`config.mk`:
```
export PLATFORM = sky130hd
export DESIGN_NAME = axis_offload_framer
export DESIGN_NICKNAME = d
export VERILOG_FILES = /design/src/rtl/axis_offload_framer_pkg.sv /design/src/rtl/axis_framer_skid.sv /design/src/rtl/axis_offload_framer.sv
export SDC_FILE = /design/constraint.sdc
export NUM_CORES = 1
export LEC_CHECK = 0
export BUFFER_PORTS_ARGS = -buffer_cell sky130_fd_sc_hd__buf_2
export CAP_MARGIN = 40
export CORE_MARGIN = 2
export CORE_UTILIZATION = 51
export CTS_BUF_LIST = sky130_fd_sc_hd__clkbuf_8
export CTS_CLUSTER_DIAMETER = 120
export DETAILED_ROUTE_END_ITERATION = 7
export GPL_TIMING_DRIVEN = 0
export PLACE_DENSITY = 0.76
export SLEW_MARGIN = 20
export SYNTH_ARGS = -nofsm -noshare
export SYNTH_HDL_FRONTEND = slang
export SYNTH_SLANG_ARGS = --single-unit
```
`constraint.sdc`:
```
create_clock -name clk -period 10.4 [get_ports clk]
set_clock_uncertainty 0.1 [all_clocks]
set_input_delay 2.08 -clock clk [delete_from_list [all_inputs] [get_ports clk]]
set_output_delay 2.08 -clock clk [all_outputs]
set_load 0.005 [all_outputs]
```
`src/rtl/axis_offload_framer_pkg.sv`:
```
// Shared types and constants for the offload framing stage.
package axis_offload_framer_pkg;

    typedef enum logic [1:0] {
        IDLE      = 2'd0,
        WAIT_SYNC = 2'd1,
        RUN       = 2'd2,
        DONE      = 2'd3
    } state_e;

    // Pointer arithmetic below relies on a power-of-two depth.
    localparam int SKID_DEPTH = 2;
    localparam int SKID_PTR_W = $clog2(SKID_DEPTH);
    localparam int SKID_CNT_W = $clog2(SKID_DEPTH + 1);

endpackage

```
`src/rtl/axis_framer_skid.sv`:
```
// Two-entry registered skid buffer carrying {last, data} toward the offload port.
module axis_framer_skid
    import axis_offload_framer_pkg::*;
#(
    parameter int WIDTH = 129
) (
    input  logic             clk,
    input  logic             rst,
    input  logic             s_valid,
    input  logic [WIDTH-1:0] s_data,
    output logic             m_valid,
    input  logic             m_ready,
    output logic [WIDTH-1:0] m_data,
    output logic             full,
    output logic             empty
);

    localparam logic [SKID_CNT_W-1:0] CNT_FULL = SKID_CNT_W'(SKID_DEPTH);

    logic [WIDTH-1:0]      mem_q [SKID_DEPTH];
    logic [WIDTH-1:0]      mem_d [SKID_DEPTH];
    logic [SKID_PTR_W-1:0] wr_ptr_q, wr_ptr_d;
    logic [SKID_PTR_W-1:0] rd_ptr_q, rd_ptr_d;
    logic [SKID_CNT_W-1:0] cnt_q, cnt_d;
    logic                  push;
    logic                  pop;

    // Next-state for storage, pointers and occupancy.
    always_comb begin
        push     = s_valid && (cnt_q != CNT_FULL);
        pop      = m_ready && (cnt_q != '0);
        mem_d    = mem_q;
        wr_ptr_d = wr_ptr_q;
        rd_ptr_d = rd_ptr_q;
        cnt_d    = cnt_q;
        if (push) begin
            mem_d[wr_ptr_q] = s_data;
            wr_ptr_d        = wr_ptr_q + SKID_PTR_W'(1);
        end else begin
            wr_ptr_d = wr_ptr_q;
        end
        if (pop) begin
            rd_ptr_d = rd_ptr_q + SKID_PTR_W'(1);
        end else begin
            rd_ptr_d = rd_ptr_q;
        end
        case ({push, pop})
            2'b10:   cnt_d = cnt_q + SKID_CNT_W'(1);
            2'b01:   cnt_d = cnt_q - SKID_CNT_W'(1);
            default: cnt_d = cnt_q;
        endcase
    end

    // Storage and pointer registers; reset flushes every entry.
    always_ff @(posedge clk or posedge rst) begin
        if (rst) begin
            for (int i = 0; i < SKID_DEPTH; i++) begin
                mem_q[i] <= '0;
            end
            wr_ptr_q <= '0;
            rd_ptr_q <= '0;
            cnt_q    <= '0;
        end else begin
            mem_q    <= mem_d;
            wr_ptr_q <= wr_ptr_d;
            rd_ptr_q <= rd_ptr_d;
            cnt_q    <= cnt_d;
        end
    end

    assign m_valid = (cnt_q != '0);
    assign m_data  = mem_q[rd_ptr_q];
    assign full    = (cnt_q == CNT_FULL);
    assign empty   = (cnt_q == '0);

endmodule

```
`src/rtl/axis_offload_framer.sv`:
```
// Cuts an unframed sample stream into fixed-length TLAST-terminated frames,
// gated by init_req and optionally sync_ext, feeding the offload slave port.
module axis_offload_framer
    import axis_offload_framer_pkg::*;
#(
    parameter int DATA_WIDTH   = 128,
    parameter int LENGTH_WIDTH = 16
) (
    input  logic                    clk,
    input  logic                    rst,
    input  logic [LENGTH_WIDTH-1:0] cfg_length,
    input  logic                    cfg_oneshot,
    input  logic                    cfg_sync_en,
    input  logic                    init_req,
    input  logic                    sync_ext,
    input  logic                    s_axis_valid,
    output logic                    s_axis_ready,
    input  logic [DATA_WIDTH-1:0]   s_axis_data,
    output logic                    m_axis_valid,
    input  logic                    m_axis_ready,
    output logic [DATA_WIDTH-1:0]   m_axis_data,
    output logic                    m_axis_last,
    output logic                    busy,
    output logic [15:0]             frame_count
);

    localparam logic [SKID_CNT_W-1:0] CNT_FULL = SKID_CNT_W'(SKID_DEPTH);

    state_e                  state_q, state_d;
    logic                    init_q, init_d;
    logic [LENGTH_WIDTH-1:0] len_q, len_d;
    logic [LENGTH_WIDTH-1:0] beat_cnt_q, beat_cnt_d;
    logic                    s_ready_q, s_ready_d;
    logic                    busy_q, busy_d;
    logic [15:0]             frame_count_q, frame_count_d;

    logic                    init_rise;
    logic                    push;
    logic                    pop;
    logic                    tag_last;
    logic                    start_frame;
    logic                    skid_full;
    logic                    skid_empty;
    logic [DATA_WIDTH:0]     skid_out;
    logic [SKID_CNT_W-1:0]   occ, occ_next;

    axis_framer_skid #(
        .WIDTH (DATA_WIDTH + 1)
    ) u_skid (
        .clk     (clk),
        .rst     (rst),
        .s_valid (push),
        .s_data  ({tag_last, s_axis_data}),
        .m_valid (m_axis_valid),
        .m_ready (m_axis_ready),
        .m_data  (skid_out),
        .full    (skid_full),
        .empty   (skid_empty)
    );

    assign m_axis_last = skid_out[DATA_WIDTH];
    assign m_axis_data = skid_out[DATA_WIDTH-1:0];

    // FSM next state, framing counters and the look-ahead used by the registered ready/busy.
    always_comb begin
        init_d        = init_req;
        init_rise     = init_req && !init_q;
        push          = s_axis_valid && s_ready_q && (state_q == RUN);
        pop           = m_axis_valid && m_axis_ready;
        tag_last      = (beat_cnt_q == len_q);
        state_d       = state_q;
        len_d         = len_q;
        beat_cnt_d    = beat_cnt_q;
        start_frame   = 1'b0;
        frame_count_d = frame_count_q;

        case (state_q)
            IDLE: begin
                if (init_rise) begin
                    if (cfg_sync_en) begin
                        state_d = WAIT_SYNC;
                    end else begin
                        state_d     = RUN;
                        start_frame = 1'b1;
                    end
                end else begin
                    state_d = IDLE;
                end
            end
            WAIT_SYNC: begin
                if (sync_ext) begin
                    state_d     = RUN;
                    start_frame = 1'b1;
                end else if (!init_req) begin
                    state_d = IDLE;
                end else begin
                    state_d = WAIT_SYNC;
                end
            end
            RUN: begin
                if (push && tag_last) begin
                    if (cfg_oneshot) begin
                        state_d = DONE;
                    end else if (init_req) begin
                        state_d     = RUN;
                        start_frame = 1'b1;
                    end else begin
                        state_d = IDLE;
                    end
                end else if (push) begin
                    beat_cnt_d = beat_cnt_q + LENGTH_WIDTH'(1);
                end else begin
                    state_d = RUN;
                end
            end
            DONE: begin
                if (!init_req) begin
                    state_d = IDLE;
                end else begin
                    state_d = DONE;
                end
            end
            default: state_d = IDLE;
        endcase

        // The length is only sampled here, so mid-frame config changes wait for the next frame.
        if (start_frame) begin
            len_d      = cfg_length;
            beat_cnt_d = '0;
        end else begin
            len_d = len_q;
        end

        if (pop && m_axis_last) begin
            frame_count_d = frame_count_q + 16'd1;
        end else begin
            frame_count_d = frame_count_q;
        end

        case ({skid_full, skid_empty})
            2'b10:   occ = CNT_FULL;
            2'b01:   occ = '0;
            default: occ = SKID_CNT_W'(1);
        endcase
        case ({push, pop})
            2'b10:   occ_next = occ + SKID_CNT_W'(1);
            2'b01:   occ_next = occ - SKID_CNT_W'(1);
            default: occ_next = occ;
        endcase

        // Ready is computed a cycle early from next occupancy so it never depends on m_axis_ready.
        s_ready_d = (state_d != RUN) || (occ_next != CNT_FULL);
        busy_d    = (state_d != IDLE) || (occ_next != '0);
    end

    // Control registers.
    always_ff @(posedge clk or posedge rst) begin
        if (rst) begin
            state_q       <= IDLE;
            init_q        <= 1'b0;
            len_q         <= '0;
            beat_cnt_q    <= '0;
            s_ready_q     <= 1'b0;
            busy_q        <= 1'b0;
            frame_count_q <= 16'd0;
        end else begin
            state_q       <= state_d;
            init_q        <= init_d;
            len_q         <= len_d;
            beat_cnt_q    <= beat_cnt_d;
            s_ready_q     <= s_ready_d;
            busy_q        <= busy_d;
            frame_count_q <= frame_count_d;
        end
    end

    assign s_axis_ready = s_ready_q;
    assign busy         = busy_q;
    assign frame_count  = frame_count_q;

endmodule
```
======== Yosys cells after proc, flatten, opt, wreduce, memory -nomap -nowiden ========
Cells that the tools add are included.
operators by class
  mux-type cells .......................... 30
  reductions and logical operators ........ 20
  add/sub/neg operators ................... 8
  equal/unequal tests ..................... 15
  order comparisons ....................... 3
  bitwise gates (word level) .............. 2
operator list
  kind                                                                 count
  129-bit two-way mux                                                  4
  258-bit bitwise mux                                                  1
  129-bit demux with 1-bit select                                      1
  16-bit two-way mux                                                   4
  16-bit by 1-bit adder with 16-bit output (second input constant)     2
  16-bit == test                                                       1
  2-bit two-way mux                                                    8
  2-bit == test (second input constant)                                6
  2-bit one-hot mux with 2 select lines                                3
  2-bit nonzero test                                                   6
  2-bit by 1-bit == test with 1-bit output (second input constant)     4
  1-bit logical AND                                                    8
  2-bit inequality test (second input constant)                        4
  2-bit one-hot mux with 4 select lines                                1
  1-bit two-way mux                                                    7
  2-bit by 1-bit adder with 2-bit output (second input constant)       2
  2-bit >= comparator (second input constant)                          2
  2-bit zero test                                                      2
  1-bit NOT with 2-bit output                                          2
  2-bit by 1-bit subtractor with 2-bit output (second input constant)  2
  1-bit one-hot mux with 3 select lines                                1
  3-bit AND reduction                                                  1
  1-bit adder (second input constant)                                  2
  1-bit logical OR                                                     2
  2 further kinds                                                      2
storage, ports and cells
  flip-flop bits (word level) ............. 315
  logic and storage cells ................. 90
  input bits .............................. 152

======== Longest topological paths before layout ========
Gate-level depths: netlist (run 1).
  word-level depth ........................ 7
  depth in mapped cells ................... 8

======== By module ========
Synthesis (run 1) repeated with hierarchy kept, for this count alone.
unflattened totals
  cell total of the unflattened synthesis .. 961
  area, all modules ....................... 14053.5 µm²
by module, submodules not included
  module               cells each  seq. area each (µm²)  area an instance (µm²)  instances
  axis_framer_skid     707         6556.3                11353.4                 1
  axis_offload_framer  254         1326.3                2700.1                  1

======== Worst setup path after synthesis (run 1) ========
OpenSTA, ideal clock, no wires.
  path type ............................... input-to-reg
  start ................................... in s_axis_valid
  end ..................................... reg u_skid.mem_q[173] (netlist bit)
  stages on the path ...................... 7
  data arrival time ....................... 3.535 ns
  library setup time ...................... 0.125 ns
  path slack .............................. 6.640 ns
  cells stage by stage .................... and4b_1 > buf_6 > o21ai_0 > nor2_1 > buf_2 > buf_2 > mux2_2
between the ends
  cells in the longest elaborated chain, start to end .. 3
RTL lines
  item                            line                       RTL
  from (decl)                     axis_offload_framer.sv:16  input logic s_axis_valid,
  1-bit logical AND (2 in a row)  axis_offload_framer.sv:68  push = s_axis_valid && s_ready_q && (state_q == RUN);
  1-bit logical AND               axis_framer_skid.sv:30     push = s_valid && (cnt_q != CNT_FULL);
  to (signal assigned)            axis_framer_skid.sv:64     mem_q <= mem_d;
  to (decl)                       axis_framer_skid.sv:20     logic [WIDTH-1:0] mem_q [SKID_DEPTH];
Every way passes these cells.
A chain may end at the register's enable or synchronous reset.

======== Worst setup path after layout (run 1) ========
  start ................................... reg u_skid.rd_ptr_q
  end ..................................... out m_axis_data[81]
between the ends
  cells in the longest elaborated chain, start to end .. 4
RTL lines
  item                                                    line                       RTL
  from (decl)                                             axis_framer_skid.sv:23     logic [SKID_PTR_W-1:0] rd_ptr_q, rd_ptr_d;
  from (signal assigned)                                  axis_framer_skid.sv:66     rd_ptr_q <= rd_ptr_d;
  1-bit NOT with 2-bit output (implied by the code)       axis_framer_skid.sv:72     assign m_data = mem_q[rd_ptr_q];
  129-bit two-way mux (implied by the code) (3 in a row)  axis_framer_skid.sv:72
  to (decl)                                               axis_offload_framer.sv:21  output logic [DATA_WIDTH-1:0] m_axis_data,
Every way passes these cells. The select of a mux whose other input is x is not followed.

==> results of run 1 <==
==> where the power goes <==
part	leakage, nW	internal [mW]	switching (mW)	total, mW
Combinational	3.60	1.24	0.868	2.11
Clock	0.610	0.560	0.477	1.04
Sequential	3.80	1.78	0.270	2.05
Total	8.01	3.58	1.61	5.20
==> worst max-delay path: cells and delay by family, from the launching register on <==
family	cells	cell delay, ps
buffers and inverters	3	1300
muxes	1	410
DFF	1	400
==> through the flow <==
stage,setup slack [ps],hold WS [ps]
2_1_floorplan,4020,365
3_3_place_gp,2200,353
3_5_place_dp,6050,364
4_1_cts,5410,379
5_1_grt,5340,384
6_report,5550,371
==> metal layers <==
metal,track usage [%],wire length [µm],vias up
met5,0,24,-
met4,7.50,843,4
met3,7.20,2480,69
met2,36.3,15000,265
met1,27.6,12900,4528
li1,-,-,4185
==> flip-flops by register name (all words and copies together) (netlist names) <==
signal / count
frame_count: 16
s_axis_ready: 1
state_q: 2
u_skid.cnt_q: 2
busy: 1
len_q: 16
beat_cnt_q: 16
init_q: 1
u_skid.mem_q: 258
u_skid.wr_ptr_q: 1
u_skid.rd_ptr_q: 1
==> layout make-up <==
cell class | count | area share (%)
clock inverter | 28 | 0.676
inverter | 14 | 0.360
antenna | 7 | 0.103
multi-input combinational | 576 | 33.2
tap | 341 | 2.50
clock buffer | 65 | 5.25
timing repair buffer | 310 | 10.2
buffer | 51 | 1.46
sequential | 315 | 46.3
==> layout by cell type, fill, tap and decap left out, drive strengths merged, types with 11 or more instances in the layout <==
cell and instances:
nand2 16, buf 346, inv 37, nor2 13
xnor2 13, nand3 12, o21ai 11, clkbuf 80
xor2 23, mux2 403, dfrtp 315, a21oi 17
==> cell families after synthesis <==
group / Yosys count / synth area share (%)
flops: 315 / 57.0
mux: 404 / 32.9
buf+inv: 65 / 2.21
compound gates: 45 / 1.93
fa+ha+maj: 4 / 0.362
xor+xnor: 36 / 2.28
simple gates: 87 / 3.40
==> final timing paths <==
check / depth (start not counted) / end / from / slack [ps]
worst max-delay path: 4 / m_axis_data[81] / u_skid.rd_ptr_q / 5550
worst min-delay path: 1 / frame_count[15] / frame_count[15] / 370
worst max register to register: 8 / beat_cnt_q[8] / beat_cnt_q[2] / 7550
worst min register to register: 1 / frame_count[15] / frame_count[15] / 370
max in group asynchronous: 6 / u_skid.mem_q[86] / rst / 7480
min in group asynchronous: 2 / u_skid.mem_q[176] / rst / 1510
==> impl_metrics.json, run 1 <==
{
  "grt_max_degree": 35,
  "cts_resized": 0,
  "status": "completed",
  "vias": 9051,
  "setup_tns_ps": 0,
  "yosysTopAreaCell": "dfrtp_1",
  "cts_tree": "yes",
  "multiInputGateArea_um2": 5650,
  "clkLatencyLatePin_ps": 560,
  "final_cells": 1707,
  "synth_seq_cells": 315,
  "drive_gt1_share_pct": 60.4,
  "gp_congestion": 0.831,
  "initial_core_util_pct": 51.6,
  "slowest_stage": "clkbuf_1",
  "drtPass1Iterations": 4,
  "netlist_top_cells_area": "dfrtp_1 (57%), mux2_2 (33%), xor2_1 (1.5%), buf_2 (1.1%), xnor2_1 (0.82%)",
  "critPathMostFrequentCell": "clkbuf_1",
  "crit_path_start_kind": "flip-flop",
  "synthCells": 956,
  "fin_area_um2": 17000,
  "crit_chain": "clkbuf_1 > clkbuf_1 > mux2_2 > buf_2",
  "syn_area_um2": 13800,
  "cts.sinks": 315,
  "cpPeakStageDelay_ps": 600,
  "hold_class": "flip-flop to flip-flop",
  "die_area_um2": 28500,
  "synth_top_flop_cell": "dfrtp_1",
  "leakage_nw": 8.01,
  "vdd_drop_max_uv": 177,
  "synth_nets": 1112,
  "vias_per_cell": 5.30,
  "final.period_utilization_pct": 46.7,
  "drtIter0Drc": 367,
  "placed_cell_area_um2": 16000,
  "synth_cell_types": 39,
  "grt_util_all_layers_pct": 22.1,
  "cts-buffers-inserted": 53,
  "dp_hpwl_um": 22800,
  "worst_pin_slew_ps": 750,
  "die_x_um": 169,
  "power_density_nw_per_um2": 305,
  "cp-end-kind": "primary output",
  "ios": 300,
  "post-route-util_pct": 63.6,
  "synthTopCellsByCount": "mux2_2 (403), dfrtp_1 (315), buf_2 (31)",
  "syn_area_per_cell_um2": 14.5,
  "max_slew_margin_pct": 50.0,
  "async_reset_ff_share_pct": 100,
  "critPathKind": "flip-flop to primary output",
  "num_rows": 60,
  "synth_edf_count": 0,
  "maxCapViolCount": 0,
  "coreArea_um2": 26800,
  "setup_viol": 0,
  "maxSlewViolCount": 0,
  "hold_buffers": 0,
  "syn_to_final_growth_pct": 23.1,
  "io_buffer_count": 299,
  "post_cts_buffers": 0,
  "wl_per_cell_um": 18.3,
  "yosys_warnings": 0,
  "regArea_um2": 7880,
  "yosysMostFrequentCell": "mux2_2",
  "fin_total_pwr_mw": 5.20,
  "clk_pin_slew_worst_paths_ps": 50,
  "grt_pass1_vias": 9850,
  "fillers": 2081,
  "cp_max_fo": 10,
  "clock.fmax_mhz": 206,
  "ys_seq_area_share_pct": 57.0,
  "ant_nets": 0,
  "ctsHtreeMaxLevel": 2,
  "place_inst": 1607,
  "nets": 1477,
  "synth_top_area_share_pct": 57.0,
  "period_needed_ps": 4850,
  "die-height_um": 169,
  "grt_pass1_wl_um": 50500,
  "timing.final.hold_violations": 0,
  "overflow": 0,
  "ctsLongestPathBuffers": 3,
  "wirelength_um": 31200,
  "rsz0062_at_grt": "no",
  "antenna_found_initial": 8,
  "clockRootBuffer": "clkbuf_8",
  "arrival_ps": 2670,
  "required_ps": 8220,
  "route.detailed.drc": 0
}
Power figures use the tool's default switching activity.
==> run 2: changes to the inputs <==
Settings changed: ABC_AREA from default to 1, PLACE_DENSITY 0.76 to 0.75.
Clock period 10.4 ns to 4.2 ns, I/O delays scaled along.
==> run 2 against run 1 <==
Effect of this change: area after synthesis increased by 4.8%; register-to-register slack got worse by 5700 ps; synthesized cell count up 86%; final cell count is 50% higher; critical path depth grew 2; sequential power up 140%; clock power rose to 2.7 times the previous value; non-clock buffer count grew 41; flip-flop and latch count is the same; final area is 4.7% higher; count of clock-buffer cells in the layout increased by 6; sequential share of layout area down 2.1 points; largest cell class unchanged; highest routed layer is now met4.
==> impl_metrics.json, run 2 <==
{
  "coreArea_um2": 27900,
  "hold_buffers": 0,
  "drtIter0Drc": 775,
  "status": "completed",
  "cp-end-kind": "primary output",
  "netlist_top_cells_area": "dfrtp_1 (54%), nand2_1 (20%), o21ai_0 (5.4%), inv_1 (4.5%), o21ai_2 (3.4%)",
  "grt_max_degree": 35,
  "ctsHtreeMaxLevel": 2,
  "p_int_mw": 7.82,
  "drive_gt1_share_pct": 23.5,
  "regMostFlops": "u_skid.mem_q",
  "period_needed_ps": 3440,
  "final.period_utilization_pct": 81.8,
  "synth_seq_cells": 315,
  "gp_congestion": 0.919,
  "cpPeakStageDelay_ps": 580,
  "yosys_warnings": 0,
  "worst_slack_ps": 763,
  "worst_pin_slew_ps": 861,
  "maxCapViolCount": 0,
  "io_buffer_count": 299,
  "synthTopCellsByCount": "nand2_1 (767), dfrtp_1 (315), inv_1 (175)",
  "setup_viol": 0,
  "grt_pass1_wl_um": 63700,
  "clk_pin_slew_worst_paths_ps": 60,
  "rr_startpoint": "state_q[1]",
  "clockRootBuffer": "clkbuf_8",
  "die-height_um": 173,
  "r2r_cells": 9,
  "r2r-end": "u_skid.mem_q[53]",
  "syn_to_final_growth_pct": 23.0,
  "overflow": 0,
  "crit_path_start_kind": "flip-flop",
  "synth_nets": 1932,
  "clkLatencyLatePin_ps": 560,
  "cp_max_fo": 10,
  "vdd_drop_max_uv": 431,
  "wl_per_cell_um": 15.3,
  "syn_area_um2": 14500,
  "drtPass1Iterations": 5,
  "synth_edf_count": 0,
  "combPwrFrac_pct": 39.5,
  "layout_common_cells": "nand2_1 (767), dfrtp_1 (315), buf_2 (314)",
  "initial_core_util_pct": 51.9,
  "synth_cell_types": 38,
  "largest_reg_flops": 258,
  "place_ws_ps": 1330,
  "r2r_slack_ps": 1880,
  "route.detailed.drc": 0,
  "clock.fmax_mhz": 291,
  "wirelength_um": 39300,
  "cts_tree": "yes",
  "power_density_nw_per_um2": 716,
  "die_x_um": 173,
  "dp_hpwl_um": 28300,
  "timing.final.hold_violations": 0,
  "cts.sinks": 315,
  "yosysMostFrequentCell": "nand2_1",
  "hold_ws_ps": 165,
  "max_slew_margin_pct": 42.6,
  "fillers": 2482,
  "die_area_um2": 29800,
  "synthCells": 1776,
  "p_sw_mw": 4.96,
  "nets": 2298,
  "num_rows": 61,
  "syn_area_per_cell_um2": 8.17,
  "required_ps": 3260,
  "leakage_nw": 9.97,
  "ios": 300,
  "cts_resized": 0,
  "grt_util_all_layers_pct": 26.1,
  "synth_top_area_share_pct": 54.3,
  "power_frac_clock_pct": 21.8,
  "rsz0062_at_grt": "no",
  "switching_share_pct": 38.8,
  "crit_chain": "inv_1 > clkbuf_1 > clkbuf_1 > nand2_1 > nand2_1 > buf_2",
  "cts-buffers-inserted": 54,
  "arrival_ps": 2500,
  "critPathKind": "flip-flop to primary output",
  "seq_power_share_pct": 38.7,
  "final_common_cell": "nand2_1",
  "yosysTopAreaCell": "dfrtp_1",
  "vias": 12800,
  "antenna_found_initial": 6,
  "maxSlewViolCount": 0,
  "async_reset_ff_share_pct": 100,
  "ctsLongestPathBuffers": 3,
  "post_cts_buffers": 0,
  "synth_top_flop_cell": "dfrtp_1",
  "ant_nets": 0,
  "crit_path_start": "u_skid.rd_ptr_q",
  "vias_per_cell": 4.98,
  "slowest_stage": "clkbuf_1",
  "grt_pass1_vias": 12600,
  "ys_seq_area_share_pct": 54.3,
  "hold_class": "primary input to asynchronous set/reset pin"
}
## run 2: layer usage
layer  share of wire [%]  GRT usage, %  routed length (µm)  up-vias
met3                 6.0          4.57                2370       95
li1                    -             -                   -     6259
met2                  48          42.9               18900      406
met5                   0             0                   0        -
met4                 3.7          11.0                1440        0
met1                  42          34.5               16600     6025
## run 2: how the worst max path moves through the flow
stage / end / slack (ps) / depth (start not counted)
2_1_floorplan: beat_cnt_q[0] / -940 / 1
3_3_place_gp: len_q[0] / -2740 / 2
3_5_place_dp: m_axis_data[67] / 1330 / 6
4_1_cts: m_axis_data[67] / 720 / 6
5_1_grt: m_axis_data[60] / 570 / 6
6_report: m_axis_data[66] / 760 / 6
## run 2: worst max-delay path, delay by kind of cell, from the launching register on
kind / cells / cell delay (ps)
AND/OR/NAND/NOR: 2 / 240
buffers and inverters: 4 / 1270
flip-flops: 1 / 410
## run 2: layout make-up
| type | count | area [µm²] | share of cell area, % |
|---|---|---|---|
| inverters | 180 | 682 | 3.82 |
| clock inverters | 25 | 134 | 0.750 |
| plain buffers | 92 | 564 | 3.16 |
| clock buffers | 71 | 977 | 5.48 |
| multi-input cells | 1189 | 5390 | 30.2 |
| repair buffers | 310 | 1730 | 9.70 |
| well taps | 378 | 473 | 2.65 |
| flip-flops and latches | 315 | 7880 | 44.2 |
| diodes | 6 | 15.0 | 0.0841 |
## run 2: per-stage QoR
stage | utilization (%) | cells | area [µm²] | TNS [ps] | total power [mW]
after floorplan | - | 1776 | 14500 | -295110 | 8.01
after global placement | 59.0 | 2453 | 16500 | -851830 | 9.84
after detailed placement | 59.8 | 2464 | 16700 | 0 | 10.0
after CTS | 63.8 | 2560 | 17800 | 0 | 12.9
after global routing | 63.9 | 2566 | 17800 | 0 | 13.7
final | 63.9 | 2566 | 17800 | 0 | 12.8
## run 2: power by group through the flow
stage	combinational, mW	sequential [mW]	clock [mW]
finish	5.05	4.95	2.79
global route	5.69	5.08	2.98
CTS	5.09	4.92	2.84
detailed placement	5.07	4.96	0
global placement	4.92	4.92	0
floorplan	3.19	4.82	0
## run 2: kinds of logic after synthesis
group / count (synthesis) / share of synthesized area (%)
buffers and inverters: 272 / 8.56
AND/OR/NAND/NOR: 873 / 23.8
AO/OA/AOI/OAI: 288 / 11.5
adder cells (fa/ha/maj): 4 / 0.345
XOR/XNOR: 24 / 1.45
flip-flops: 315 / 54.3
